**config.mk**
```make
export PLATFORM = sky130hd
export DESIGN_NAME = rdc_multimode
export DESIGN_NICKNAME = d
export VERILOG_FILES = /design/src/rtl/rdc_pkg.sv /design/src/rtl/rdc_event_counter.sv /design/src/rtl/rdc_multimode.sv
export SDC_FILE = /design/constraint.sdc
export NUM_CORES = 1
export LEC_CHECK = 0
export ABC_CLOCK_PERIOD_IN_PS = 8750
export CELL_PAD_IN_SITES_DETAIL_PLACEMENT = 1
export CELL_PAD_IN_SITES_GLOBAL_PLACEMENT = 1
export CORE_UTILIZATION = 50
export CTS_BUF_LIST = sky130_fd_sc_hd__clkbuf_8
export DETAILED_ROUTE_END_ITERATION = 16
export DONT_BUFFER_PORTS = 1
export GPL_TIMING_DRIVEN = 0
export HOLD_SLACK_MARGIN = 0.05
export PLACE_DENSITY_LB_ADDON = 0.25
export SYNTH_ARGS = -nofsm -noshare
export SYNTH_HDL_FRONTEND = slang
export SYNTH_SLANG_ARGS = --single-unit
```
**constraint.sdc**
```tcl
create_clock -name clk_i -period 8.75 [get_ports clk_i]
set_input_delay 1.75 -clock clk_i [delete_from_list [all_inputs] [get_ports clk_i]]
set_output_delay 1.75 -clock clk_i [all_outputs]
set_load 0.01 [all_outputs]
```
**src/rtl/rdc_pkg.sv**
```systemverilog
// Shared types and helpers for the request duration counter.
// Combinational helpers only: no latency and no flow control.
package rdc_pkg;

  typedef enum logic {
    RDC_PULSE = 1'b0,
    RDC_ACCUM = 1'b1
  } rdc_mode_e;

  localparam int SAT_W = 64;

  function automatic int idx_width(input int n);
    return (n > 1) ? $clog2(n) : 1;
  endfunction

  // Increment that sticks at the all-ones value of a w-bit counter.
  function automatic logic [SAT_W-1:0] sat_inc(input logic [SAT_W-1:0] v, input int w);
    logic [SAT_W-1:0] max_v;
    max_v = (w >= SAT_W) ? '1 : ((SAT_W'(1) << w) - SAT_W'(1));
    return (v >= max_v) ? max_v : v + SAT_W'(1);
  endfunction

endpackage

```
**src/rtl/rdc_event_counter.sv**
```systemverilog
// One event: pulse-length or windowed-accumulate counter, threshold compare, high watermark.
// Latency: exceed_o is combinational on the registered count; no backpressure, samples every cycle.
module rdc_event_counter
  import rdc_pkg::*;
#(
  parameter int CNT_WIDTH     = 16,
  parameter int WEIGHTS_WIDTH = 8
) (
  input  logic                     clk_i,
  input  logic                     rst_i,
  input  logic                     enable_i,
  input  logic                     event_i,
  input  rdc_mode_e                mode_i,
  input  logic                     win_end_i,
  input  logic [WEIGHTS_WIDTH-1:0] weight_i,
  input  logic                     clear_wm_i,
  output logic                     exceed_o,
  output logic [CNT_WIDTH-1:0]     wm_o
);

  logic [CNT_WIDTH-1:0] cnt_q;
  logic [CNT_WIDTH-1:0] cnt_inc;
  logic [CNT_WIDTH-1:0] wm_q;
  rdc_mode_e            mode_q;

  assign cnt_inc = CNT_WIDTH'(sat_inc(SAT_W'(cnt_q), CNT_WIDTH));

  always_ff @(posedge clk_i) begin
    if (rst_i) begin
      cnt_q  <= '0;
      mode_q <= RDC_PULSE;
    end else begin
      mode_q <= mode_i;
      // A mode switch restarts counting so the two metrics never mix.
      if (!enable_i || (mode_i != mode_q)) begin
        cnt_q <= '0;
      end else if (mode_i == RDC_PULSE) begin
        cnt_q <= event_i ? cnt_inc : '0;
      end else if (win_end_i) begin
        cnt_q <= event_i ? CNT_WIDTH'(1) : '0;
      end else if (event_i) begin
        cnt_q <= cnt_inc;
      end
    end
  end

  always_ff @(posedge clk_i) begin
    if (rst_i || clear_wm_i) begin
      wm_q <= '0;
    end else if (enable_i && (cnt_q > wm_q)) begin
      wm_q <= cnt_q;
    end
  end

  assign exceed_o = (weight_i != '0) && (cnt_q >= CNT_WIDTH'(weight_i));
  assign wm_o     = wm_q;

endmodule

```
**src/rtl/rdc_multimode.sv**
```systemverilog
// Multi-mode request duration counter: per-event counters, sticky irq vector, first-offender capture.
// Latency: irq is combinational on registered counts; no backpressure, events sampled every cycle.
module rdc_multimode
  import rdc_pkg::*;
#(
  parameter int N_CORES       = 4,
  parameter int CORE_EVENTS   = 2,
  parameter int WEIGHTS_WIDTH = 8,
  parameter int CNT_WIDTH     = 16,
  parameter int WINDOW_WIDTH  = 16
) (
  input  logic                                                   clk_i,
  input  logic                                                   rst_i,
  input  logic                                                   enable_i,
  input  logic [N_CORES-1:0][CORE_EVENTS-1:0]                    events_i,
  input  logic [N_CORES-1:0][CORE_EVENTS-1:0][WEIGHTS_WIDTH-1:0] events_weights_i,
  input  logic [N_CORES-1:0][CORE_EVENTS-1:0]                    mode_i,
  input  logic [WINDOW_WIDTH-1:0]                                window_len_i,
  input  logic [N_CORES-1:0][CORE_EVENTS-1:0]                    clear_irq_i,
  input  logic                                                   clear_wm_i,
  output logic                                                   interruption_rdc_o,
  output logic [N_CORES-1:0][CORE_EVENTS-1:0]                    interruption_vector_rdc_o,
  output logic [N_CORES-1:0][CORE_EVENTS-1:0][CNT_WIDTH-1:0]     watermark_o,
  output logic                                                   first_valid_o,
  output logic [idx_width(N_CORES*CORE_EVENTS)-1:0]              first_id_o
);

  localparam int N_CNT = N_CORES * CORE_EVENTS;
  localparam int IDX_W = idx_width(N_CNT);

  logic [WINDOW_WIDTH-1:0] win_cnt_q;
  logic                    win_end;
  logic [N_CNT-1:0]        exceed;
  logic [N_CNT-1:0]        vec_q;
  logic [N_CNT-1:0]        clr_flat;
  logic                    first_vld_q;
  logic [IDX_W-1:0]        first_id_q;
  logic [IDX_W-1:0]        first_sel;

  assign win_end = enable_i && (window_len_i != '0)
                   && (win_cnt_q == window_len_i - WINDOW_WIDTH'(1));

  always_ff @(posedge clk_i) begin
    if (rst_i || !enable_i || win_end) begin
      win_cnt_q <= '0;
    end else begin
      win_cnt_q <= win_cnt_q + WINDOW_WIDTH'(1);
    end
  end

  for (genvar x = 0; x < N_CORES; x++) begin : g_core
    for (genvar y = 0; y < CORE_EVENTS; y++) begin : g_evt
      rdc_event_counter #(
        .CNT_WIDTH     (CNT_WIDTH),
        .WEIGHTS_WIDTH (WEIGHTS_WIDTH)
      ) u_cnt (
        .clk_i      (clk_i),
        .rst_i      (rst_i),
        .enable_i   (enable_i),
        .event_i    (events_i[x][y]),
        .mode_i     (rdc_mode_e'(mode_i[x][y])),
        .win_end_i  (win_end),
        .weight_i   (events_weights_i[x][y]),
        .clear_wm_i (clear_wm_i),
        .exceed_o   (exceed[x*CORE_EVENTS+y]),
        .wm_o       (watermark_o[x][y])
      );
    end
  end

  assign clr_flat = clear_irq_i;

  // Set wins over a same-cycle clear, so a still-offending event cannot be silenced.
  always_ff @(posedge clk_i) begin
    if (rst_i || !enable_i) begin
      vec_q <= '0;
    end else begin
      vec_q <= (vec_q & ~clr_flat) | exceed;
    end
  end

  always_comb begin
    first_sel = '0;
    for (int k = N_CNT - 1; k >= 0; k--) begin
      if (exceed[k]) first_sel = IDX_W'(k);
    end
  end

  always_ff @(posedge clk_i) begin
    if (rst_i || !enable_i) begin
      first_vld_q <= 1'b0;
      first_id_q  <= '0;
    end else if (!first_vld_q && (|exceed)) begin
      first_vld_q <= 1'b1;
      first_id_q  <= first_sel;
    end
  end

  assign interruption_rdc_o        = enable_i && ((|exceed) || (|vec_q));
  assign interruption_vector_rdc_o = vec_q;
  assign first_valid_o             = first_vld_q;
  assign first_id_o                = first_id_q;

endmodule

```
==> results.md, run 1 <==
STA:
- The slew at the pin closest to its max-slew limit is 1.318 ns.
- In the finished design, the share of the clock period the worst path needs comes to 0.7390.
- The clock arrives with 0.02514 ns of skew.
- Setup total negative slack on the finished layout was measured at 0 ns.
- The number of hold violations in the final report is 0.
- The count of endpoints failing setup in the final report is 0.
- The final max-slew violation count was 0.
- The highest clock rate is 0.1547 GHz.
- Setup repair after global routing left no endpoint under its margin.
- The worst path in the final design needs a cycle of 6.466 ns, including I/O delays and setup.
- The worst relative slew slack is 0.1215.

Critical path:
- The element type at the critical path end is a primary output.
- The endpoint arrival time on the critical path is 4.72 ns.
- The critical path class is primary input to primary output.
- The slowest cell on the critical path is sky130_fd_sc_hd__a41oi_1.
- Along the worst path, the maximum fanout reaches 4.
- In this design, the stage delay of the slowest critical-path cell is 0.80 ns.
- The sort of element at the start of the critical path is a primary input.
- The signal on the critical path passes through ha_1, nand2b_1, a211oi_1, o31ai_1, a41oi_1, nand4_1, nor4_1, a31oi_1.
- The required time of the worst setup path is 7.00 ns.

Cells and area:
- The synthesis-to-finish area growth is 9.305%.
- The library cell used most frequently in the layout, excluding fill and tap cells, is sky130_fd_sc_hd__dfxtp_1.
- The final net count is 2,606.
- Of the cells placed in the final design, the portion with a size suffix greater than 1 is 0.06552.
- The layout has 4,407 filler cells.
- The sequential cell area in the final layout is 5846 sq um.
- At the end of the flow the core is filled with cells to 0.5615.
- The library cells used most frequently in the layout, excluding fill and tap cells, are 292 x sky130_fd_sc_hd__dfxtp_1, 258 x sky130_fd_sc_hd__nor2_1, 236 x sky130_fd_sc_hd__inv_1.
- After routing the design area is 20,160 sq um.
- The multi-input logic area is 11,340 sq um.

Clocking:
- The number of instances resized during post-cts repair is 0.
- The CTS tree is built.
- Buffers added to address setup during post-CTS repair amount to 0.
- The CTS sink count is 292.
- The clock root buffer is sky130_fd_sc_hd__clkbuf_8.
- No sink is reached through more buffers than the 3 on the longest clock path.
- In this run, post-CTS hold repair placed 0 buffers.
- Clock-pin slew was measured on the worst setup and hold paths at 0.06 ns.
- The depth of the CTS H-tree is 2.
- The number of buffers created by CTS is 54.
- The clock latency of the later-clocked register in the worst-skew pair is 0.63 ns.

Logic synthesis:
- The per-instance average area after synthesis is 8.236 sq um.
- For this run, the leading register cell type out of synthesis is sky130_fd_sc_hd__dfxtp_1.
- The count of warnings emitted by yosys is 0.
- The number of flops mapped to enable cells by yosys is 0.
- The proportion of synthesized flip-flops having asynchronous set or reset is 0.
- The mapped netlist covers 18,450 sq um.
- After technology mapping, the gate count stands at 2,240.
- The post-synthesis cell type count is 73.
- Synthesis inferred 292 register bits.
- The proportion of synthesized chip area in sequential cells is 0.3169.
- Synthesis produced a netlist with a net count of 2,550.

Global route:
- The first-pass GRT wire length is 93,340 microns.
- The overall overflow remaining after global route is 0.
- The overall track demand over capacity in global routing is 0.3038.
- The number of global-route vias before repair was 18,000.
- The number of antenna violations at the first check in global routing is 3.
- The maximum number of pins on one net before global-route repair is 14.

Placement:
- Input and output buffers added on the ports amount to 0.
- The global placer's final weighted congestion is 0.8718.
- The half-perimeter wire length of the detailed placement result is 43,520 microns.
- After detailed placement, the total cell area comes to 19,020 sq um.

Route:
- The number of detailed-routing iterations run before antenna repair is 5.
- The total wire length is 57,830 microns.
- The vias per cell is 6.043.
- The final route contains 16,910 vias.
- The detailed router finished its first iteration with 688 violations.
- The remaining routing DRC violations is 0.
- The wire length per cell after detailed routing is 20.67 microns.
- Once detail routing completed, the nets flagged for antenna violations numbered 0.

Job:
- The max-cap violation count is 0.

Floorplanning:
- Row generation in the floorplan step produced 69 rows.
- 249 I/O pins were placed.
- The vertical extent of the die is 194.1 microns.
- The effective utilization at floorplan is 0.5137.
- In this run the horizontal extent of the chip is 194.1 microns.
- The die covers 37,670 sq um.
- The core region is 35,910 sq um.

Pwr:
- Dividing total power by cell area gives a power density of 143.0 nW/um^2.
- The leakage power is 0.008189 uW.
- IR analysis of the VDD net gives a maximum drop of 0.00008391 V.

Outcome:
- The run finished with clean final reports.

Min path:
- The worst hold path class is register to register.
-- stage by stage --
stage	hold WS (ns)	power, uW	setup slack (ns)	instances
2_1_floorplan	0.4525	1484	3.464	2240
3_3_place_gp	0.4764	1523	2.189	2701
5_1_grt	0.5412	2993	2.064	2797
3_5_place_dp	0.4912	1531	2.121	2701
6_report	0.5025	2883	2.284	2798
4_1_cts	0.5066	2914	2.108	2796
-- metal layers --
layer,track usage,vias to the layer above,part of all wire
met4,0.1185,2,0.031
met3,0.06401,125,0.054
met2,0.5465,366,0.50
li1,-,8103,-
met1,0.3499,8312,0.42
met5,0,-,0.00019
-- state kept, by name, summed over array words and instances, names as in the netlist --
signal	flops
g_core.g_evt.u_cnt.cnt_q	128
g_core.g_evt.u_cnt.wm_o	128
win_cnt_q	16
g_core.g_evt.u_cnt.mode_q	8
interruption_vector_rdc_o	8
first_id_o	3
first_valid_o	1
-- cell usage after synthesis, types with 6 or more instances --
library cell,instances,share of area
sky130_fd_sc_hd__a211o_1,12,0.0057
sky130_fd_sc_hd__a211oi_1,35,0.014
sky130_fd_sc_hd__a21o_1,40,0.016
sky130_fd_sc_hd__a21oi_1,78,0.021
sky130_fd_sc_hd__a22oi_1,10,0.0041
sky130_fd_sc_hd__a31oi_1,20,0.0068
sky130_fd_sc_hd__and3_1,34,0.012
sky130_fd_sc_hd__and4_1,18,0.0085
sky130_fd_sc_hd__buf_2,9,0.0024
sky130_fd_sc_hd__buf_6,10,0.0061
sky130_fd_sc_hd__clkbuf_1,57,0.012
sky130_fd_sc_hd__dfxtp_1,292,0.32
sky130_fd_sc_hd__ha_1,202,0.14
sky130_fd_sc_hd__inv_1,225,0.046
sky130_fd_sc_hd__mux2i_1,147,0.080
sky130_fd_sc_hd__nand2_1,142,0.029
sky130_fd_sc_hd__nand2b_1,22,0.0075
sky130_fd_sc_hd__nand3_1,89,0.024
sky130_fd_sc_hd__nand3b_1,8,0.0033
sky130_fd_sc_hd__nand4_1,61,0.021
sky130_fd_sc_hd__nor2_1,258,0.052
sky130_fd_sc_hd__nor2b_1,38,0.013
sky130_fd_sc_hd__nor3_1,54,0.015
sky130_fd_sc_hd__nor3_2,11,0.0060
sky130_fd_sc_hd__nor4_1,30,0.010
sky130_fd_sc_hd__o211ai_1,16,0.0065
sky130_fd_sc_hd__o21a_1,17,0.0069
sky130_fd_sc_hd__o21ai_0,108,0.029
sky130_fd_sc_hd__o22ai_1,25,0.0085
sky130_fd_sc_hd__o2bb2ai_1,15,0.0071
sky130_fd_sc_hd__o31a_1,6,0.0028
sky130_fd_sc_hd__o31ai_1,15,0.0061
sky130_fd_sc_hd__or2_2,16,0.0054
sky130_fd_sc_hd__or4_1,6,0.0024
sky130_fd_sc_hd__xnor2_1,22,0.010
sky130_fd_sc_hd__xor2_1,18,0.0085
-- worst max-delay path, delay by kind of cell --
family          cells  cell delay [ns]
simple gates        3             1.18
fa+ha+maj           1             0.26
compound gates      4             1.53
-- where the power goes --
group          internal (uW)  switching, uW  total (uW)
clock                    775            605        1380
combinational           57.3            104         161
sequential              1330           6.35        1340
total                   2170            716        2880
-- final timing paths --
path / start / cells past startpoint / slack (ns) / endpoint
setup reg to reg: g_core[0].g_evt[0].u_cnt.cnt_q[0] / 10 / 5.09 / first_id_o[1]
hold / removal: win_cnt_q[0] / 1 / 0.50 / win_cnt_q[0]
setup / recovery: events_weights_i[0] / 8 / 2.28 / interruption_rdc_o
hold reg to reg: win_cnt_q[0] / 1 / 0.50 / win_cnt_q[0]
-- kinds of logic after synthesis --
group | count (synthesis) | synth area share
XOR/XNOR | 40 | 0.01899
AO/OA/AOI/OAI | 437 | 0.1571
multiplexers | 148 | 0.08037
buffers and inverters | 308 | 0.06837
flip-flops | 292 | 0.3169
adder cells (fa/ha/maj) | 202 | 0.1370
AND/OR/NAND/NOR | 813 | 0.2212
-- area by class of cell --
class                      count  area share
sequential                   292      0.2899
clock buffer                  74     0.05051
inverter                     226     0.04207
clock inverter                21    0.005771
tap                          461     0.02861
antenna                        2   0.0002482
multi-input combinational   1640      0.5624
buffer                        82     0.02048
No activity file was read; power rests on OpenSTA's default activity.
==> run 2: changes to the inputs <==
Settings changed: ABC_CLOCK_PERIOD_IN_PS 8750 to 5860, CORE_UTILIZATION 50 to 45.
Clock period 8.75 ns to 5.86 ns, I/O delays scaled along.
==> run 2 against run 1 <==
  * Cell count grew 2.3%
  * Die area grew 11%
  * Largest cell class unchanged
  * Clock-buffer cell count shrank 5
  * Via count shrank 0.77%
  * Power grew 47%
  * Sequential share of layout area is essentially flat
  * Global-route usage shrank 2.9 points
==> results.md, run 2 (synthesized netlist as in run 1, its figures left out) <==
Outcome:
- The run finished with clean final reports.

STA:
- The maximum clock skew at final layout came to 0.02473 ns (-0.0004133 ns).
- The final max-slew violation count is 0 (unchanged).
- Setup repair after global routing left no endpoint under its margin.
- The post-route setup TNS was 0 ns (unchanged).
- The number of hold violations in the final report is 0 (unchanged).
- Subtracting the final worst setup slack from the clock period gives 5.279 ns.
- Based on the critical path, the design can be clocked at up to 0.1894 GHz.
- The slew at the pin closest to its max-slew limit is 1.315 ns (-0.002543 ns).
- The worst relative slew slack was 0.1232 (+0.001696).
- The count of endpoints failing setup in the final report is 0 (unchanged).
- The final setup slack of the worst path is 0.5814 ns (-1.702 ns).
- The ratio of final minimum period to clock period is 0.9008.

Route:
- The total wire length is 57,470 microns (-0.63%).
- The number of DRC violations after detailed-routing iteration 0 came to 691 (+0.44%).
- The vias per cell is 5.864 (-3.0%).
- The final antenna-violating net count is 0 (unchanged).
- The number of vias in the routed layout came to 16,780 (-0.77%).
- The number of detailed-routing iterations run before antenna repair was 5 (unchanged).
- The wire length per cell after detailed routing is 20.09 microns (-2.8%).
- The remaining routing DRC violations is 0 (unchanged).

Clocking:
- The CTS sink count was 292 (unchanged).
- The number of hold buffers added after CTS is 0 (unchanged).
- The clock latency of the later-clocked register in the worst-skew pair is 0.64 ns (about the same).
- TritonCTS built the clock tree.
- The number of buffers created by CTS was 55 (+1.9%).
- The setup fix buffers added after clock tree synthesis is 0 (unchanged).
- The number of buffers on the longest clock path is 3 (unchanged).
- The clock slew seen by the registers of the worst setup and hold paths was 0.06 ns (about the same).
- The depth of the CTS H-tree is 2 (unchanged).
- The clock root buffer is sky130_fd_sc_hd__clkbuf_8.
- The number of instances resized during post-cts repair was 0 (unchanged).

Global route:
- The overall track demand over capacity in global routing is 0.2748 (-0.02898).
- The maximum number of pins on one net before global-route repair was 14 (unchanged).
- The routing usage on met1 is 0.3362 (-0.01373).
- The first-pass GRT wire length came to 92,230 microns (-1.2%).
- The number of antenna violations at the first check in global routing is 0 (-3).
- The met3 usage in global routing was 0.04480 (-0.01921).
- The layer flagged by global routing as most heavily used is met2.
- The number of global-route vias before repair is 17,470 (-2.9%).
- The overall overflow remaining after global route is 0 (unchanged).
- The global routing met2 resource utilization is 0.4801 (-0.06635).

Critical path:
- The required time of the worst setup path is 4.69 ns (-2.31 ns).
- The element type at the critical path end is a primary output.
- The critical path is of the register to primary output type.
- The endpoint arrival time on the critical path is 4.11 ns (-0.61 ns).
- The worst setup path is launched from a register.
- The cell count of the worst reg-to-reg path is 10 (unchanged).
- The critical-path maximum fanout is 6 (+2).

Floorplanning:
- The number of I/O pins was 249 (unchanged).
- The area of the core came to 40,100 sq um (+12%).
- The floorplan row count is 73 (+5.8%).
- The floorplan die width is 204.5 microns (+5.4%).
- The effective utilization at floorplan is 0.4601 (-0.05358).
- The area of the die is 41,810 sq um (+11%).
- The vertical extent of the die is 204.5 microns (+5.4%).

Job:
- The max-cap violation count is 0 (unchanged).

Placement:
- The cell count after placement is 2,765 (+2.4%).
- The number of buffers added on ports is 0 (unchanged).
- The instance area after placement was 19,100 sq um (+0.42%).
- The global placer's final weighted congestion is 0.8923 (+2.4%).
- The post-placement setup slack came to 0.6296 ns (-1.491 ns).
- The half-perimeter wire length of the detailed placement result is 43,490 microns (about the same).

Cells and area:
- The most common library cell in the layout ignoring fill and taps is sky130_fd_sc_hd__dfxtp_1.
- The final net count is 2,607 (+0.038%).
- The fraction of final layout cells with drive strength greater than 1 came to 0.06036 (-0.005165).
- The synthesis-to-finish area growth was 9.414% (about the same).
- In the layout the commonest cells are 292 x sky130_fd_sc_hd__dfxtp_1, 258 x sky130_fd_sc_hd__nor2_1, 249 x sky130_fd_sc_hd__inv_1.
- The final cell count without fillers is 2,861 (+2.3%).
- The count of antenna diodes in the layout came to 0 (-2).
- The summed area of non-filler cells in the final layout is 20,180 sq um (about the same).

Pwr:
- The leakage power is 0.008195 uW (about the same).
- The power per unit of standard cell area is 209.3 nW/um^2 (+46%).
- The total chip power came to 4225 uW (+47%).
- The maximum VDD drop is 0.0001976 V (+140%).

Min path:
- The cell depth of the worst min-delay path is 1 (unchanged).
- The worst hold path class is register to register.
## run 2: critical path, stage by stage, from the launching register on
cell and delay (ns):
sky130_fd_sc_hd__dfxtp_1 0.44, sky130_fd_sc_hd__inv_1 0.11, sky130_fd_sc_hd__ha_1 0.27, sky130_fd_sc_hd__nand2b_1 0.13, sky130_fd_sc_hd__a211oi_1 0.25, sky130_fd_sc_hd__o31ai_1 0.13, sky130_fd_sc_hd__a41oi_1 0.98, sky130_fd_sc_hd__nand4_1 0.31
sky130_fd_sc_hd__nor4_1 0.60, sky130_fd_sc_hd__a31oi_1 0.26
## run 2: area by class of cell
class                      count  area, sq um
buffer                        82        412.9
fill                        4854        19910
clock inverter                27        130.1
clock buffer                  69        949.7
sequential                   292         5846
multi-input combinational   1640        11340
tap                          525        656.9
inverter                     226        848.3
## run 2: worst paths after layout
path	startpoint	to	slack (ns)
worst min register to register	win_cnt_q[0]	win_cnt_q[0]	0.52
worst max register to register	g_core[0].g_evt[0].u_cnt.cnt_q[0]	first_id_o[1]	2.14
worst min-delay path	win_cnt_q[0]	win_cnt_q[0]	0.52
worst max-delay path	g_core[0].g_evt[0].u_cnt.cnt_q[0]	interruption_rdc_o	0.58
## run 2: stage by stage
step / utilization / hold slack (ns)
after floorplan: - / 0.4525
after global placement: 0.4765 / 0.4723
after detailed placement: 0.4765 / 0.5104
after CTS: 0.5034 / 0.5250
after global routing: 0.5034 / 0.5468
final: 0.5034 / 0.5197
## run 2: where the power goes
part           internal, uW  total (uW)  leakage, uW  switching [uW]
Clock                  1090        1980     0.000646             894
Sequential             1990        2000      0.00235            9.60
Combinational          85.4         240      0.00520             155
## run 2: layer usage
metal / routed length (microns) / vias to the layer above
li1: - / 8128
met1: 24980 / 8253
met2: 28370 / 300
met3: 2450 / 97
met4: 1661 / 0
met5: 0 / -
==> run 3: changes to the inputs <==
Settings changed: ABC_CLOCK_PERIOD_IN_PS 5860 to not set, CAP_MARGIN set to 20, SKIP_LAST_GASP set to 1.
==> run 3 against run 2 <==
  * Final area grew 0.30%
  * Via count is essentially flat
  * Setup slack gained 0.26 ns
  * Critical path depth is the same
  * Critical endpoint unchanged
  * Highest routed layer unchanged
==> results.md, run 3 (synthesized netlist as in run 1, its figures left out) <==
Min path:
- The cell depth of the worst min-delay path was 1 (unchanged).
- The worst hold path class is register to register.
- The source of the worst hold timing path is win_cnt_q[0].

Route:
- The vias per cell is 5.842 (-0.38%).
- The wire length per cell after detailed routing is 20.13 microns (+0.22%).
- The final antenna-violating net count came to 0 (unchanged).
- The remaining routing DRC violations is 0 (unchanged).
- The number of detailed-routing iterations run before antenna repair was 5 (unchanged).
- The number of DRC violations after detailed-routing iteration 0 is 811 (+17%).
- The number of vias in the routed layout is 16,770 (-0.072%).
- The total wire length was 57,780 microns (+0.54%).

Outcome:
- The flow ran to the end, and the final reports show no timing, DRC or antenna violations.

Floorplanning:
- The area of the core is 40,100 sq um (unchanged).
- The number of I/O pins was 249 (unchanged).
- The floorplan row count is 73 (unchanged).
- The area of the die is 41,810 sq um (unchanged).
- The vertical extent of the die is 204.5 microns (unchanged).
- The floorplan die width came to 204.5 microns (unchanged).
- The effective utilization at floorplan is 0.4601 (unchanged).

Clocking:
- The number of instances resized during post-cts repair was 0 (unchanged).
- The clock slew seen by the registers of the worst setup and hold paths came to 0.06 ns (about the same).
- The depth of the CTS H-tree is 2 (unchanged).
- The clock root buffer is sky130_fd_sc_hd__clkbuf_8.
- The CTS tree is built.
- The number of buffers created by CTS is 56 (+1.8%).
- The number of hold buffers added after CTS is 0 (unchanged).
- The number of buffers on the longest clock path is 3 (unchanged).
- The clock latency of the later-clocked register in the worst-skew pair came to 0.65 ns (about the same).
- The setup fix buffers added after clock tree synthesis is 0 (unchanged).
- The CTS sink count was 292 (unchanged).

Critical path:
- The required time of the worst setup path was 4.69 ns (about the same).
- The critical-path maximum fanout is 6 (unchanged).
- Among all stages on the critical path, the largest delay is contributed by sky130_fd_sc_hd__a22oi_1.
- The endpoint arrival time on the critical path is 3.85 ns (-0.26 ns).
- The launching instance or port of the critical path is g_core[1].g_evt[1].u_cnt.cnt_q[0].
- The delay contributed by the slowest stage of the critical path is 0.72 ns (-0.26 ns).
- The critical path goes through inv_1, ha_1, nand2b_1, a211oi_1, o31ai_1, a22oi_1, nand4_1, nor4_1, a31oi_1.
- The source of the worst register-to-register timing path is g_core[0].g_evt[1].u_cnt.wm_o[9].
- The critical path class is register to primary output.
- The element type at the critical path end is a primary output.
- The cell count of the worst reg-to-reg path is 11 (+1).
- The sort of element at the start of the critical path is a register.

Cells and area:
- The fraction of final layout cells with drive strength greater than 1 came to 0.06354 (+0.003180).
- Compared with the post-synthesis result, the final layout area differs by 9.739%.
- The count of antenna diodes in the layout is 0 (unchanged).
- The number of fillers in the final layout was 4,904 (+1.0%).
- The final net count came to 2,611 (+0.15%).
- The most common library cell in the layout ignoring fill and taps is sky130_fd_sc_hd__dfxtp_1.
- The final cell count without fillers is 2,870 (+0.31%).
- In the layout the commonest cells are 292 x sky130_fd_sc_hd__dfxtp_1, 258 x sky130_fd_sc_hd__nor2_1, 250 x sky130_fd_sc_hd__inv_1.

STA:
- The maximum clock skew at final layout is 0.02452 ns (-0.0002105 ns).
- Setup repair after global routing left no endpoint under its margin.
- The worst relative slew slack is 0.2756 (+0.1524).
- The highest clock rate is 0.1991 GHz (+5.1%).
- The ratio of final minimum period to clock period came to 0.8569 (-0.04388).
- The minimum period implied by the final worst setup slack is 5.021 ns (-0.2572 ns).
- The count of endpoints failing setup in the final report is 0 (unchanged).
- The final max-slew violation count came to 0 (unchanged).
- The slew at the pin closest to its max-slew limit is 1.087 ns (-0.2286 ns).
- The post-route setup TNS is 0 ns (unchanged).
- The number of hold violations in the final report was 0 (unchanged).

Global route:
- The overall track demand over capacity in global routing came to 0.2754 (+0.0006129).
- The maximum number of pins on one net before global-route repair is 15 (+1).
- The number of antenna violations at the first check in global routing is 0 (unchanged).
- The overall overflow remaining after global route is 0 (unchanged).
- The number of global-route vias before repair is 17,560 (+0.53%).
- The first-pass GRT wire length came to 92,230 microns (unchanged).

Placement:
- The cell count after placement is 2,768 (+0.11%).
- The global placer's final weighted congestion was 0.8923 (unchanged).
- The number of buffers added on ports came to 0 (unchanged).
- The half-perimeter wire length of the detailed placement result is 43,640 microns (+0.36%).

Pwr:
- The power per unit of standard cell area is 209.7 nW/um^2 (+0.18%).
- The leakage power is 0.008227 uW (+0.38%).
- The maximum VDD drop came to 0.0001328 V (-33%).

Job:
- The max-cap violation count was 0 (unchanged).
run 3: worst max-delay path: cells and delay by family (launching register included):
family | cells | cell delay (ns)
AOI/OAI and AO/OA | 4 | 1.33
DFF | 1 | 0.44
buffers and inverters | 1 | 0.11
adders and majority gates | 1 | 0.28
and+or+nand+nor | 3 | 1.03
run 3: cell type report:
type                    count  area, sq um  area share
plain buffers              82        412.9     0.02040
clock buffers              71        977.2     0.04827
clock inverters            31        128.9    0.006366
inverters                 226        848.3     0.04190
multi-input cells        1640        11340      0.5602
flip-flops and latches    292         5846      0.2888
well taps                 525        656.9     0.03245
repair buffers              3        33.78    0.001669
run 3: worst paths after layout:
path / endpoint / slack, ns
setup / recovery: interruption_rdc_o / 0.84
hold / removal: win_cnt_q[0] / 0.52
setup reg to reg: g_core[0].g_evt[1].u_cnt.wm_o[6] / 2.21
hold reg to reg: win_cnt_q[0] / 0.52
run 3: where the power goes:
part           internal [uW]  switching, uW
clock network           1080            920
logic                   87.2            156
registers               1990           9.67
run 3: per-stage QoR:
step	cell area, sq um	total power, uW	util	hold WS, ns	worst slack, ns
CTS	20240	4311	0.5049	0.5246	0.6938
detailed placement	19140	2289	0.4773	0.5112	0.7758
global route	20240	4421	0.5049	0.5453	0.4815
finish	20240	4245	0.5049	0.5242	0.8386
global placement	19100	2276	0.4765	0.4723	0.6594
floorplan	18450	2216	-	0.4525	1.730
run 3: layer usage:
metal	part of all wire	wire (microns)	global-route usage
met1	0.43	24950	0.3344
met2	0.49	28590	0.4824
met3	0.046	2663	0.04703
met4	0.027	1576	0.1042
met5	0	0	0
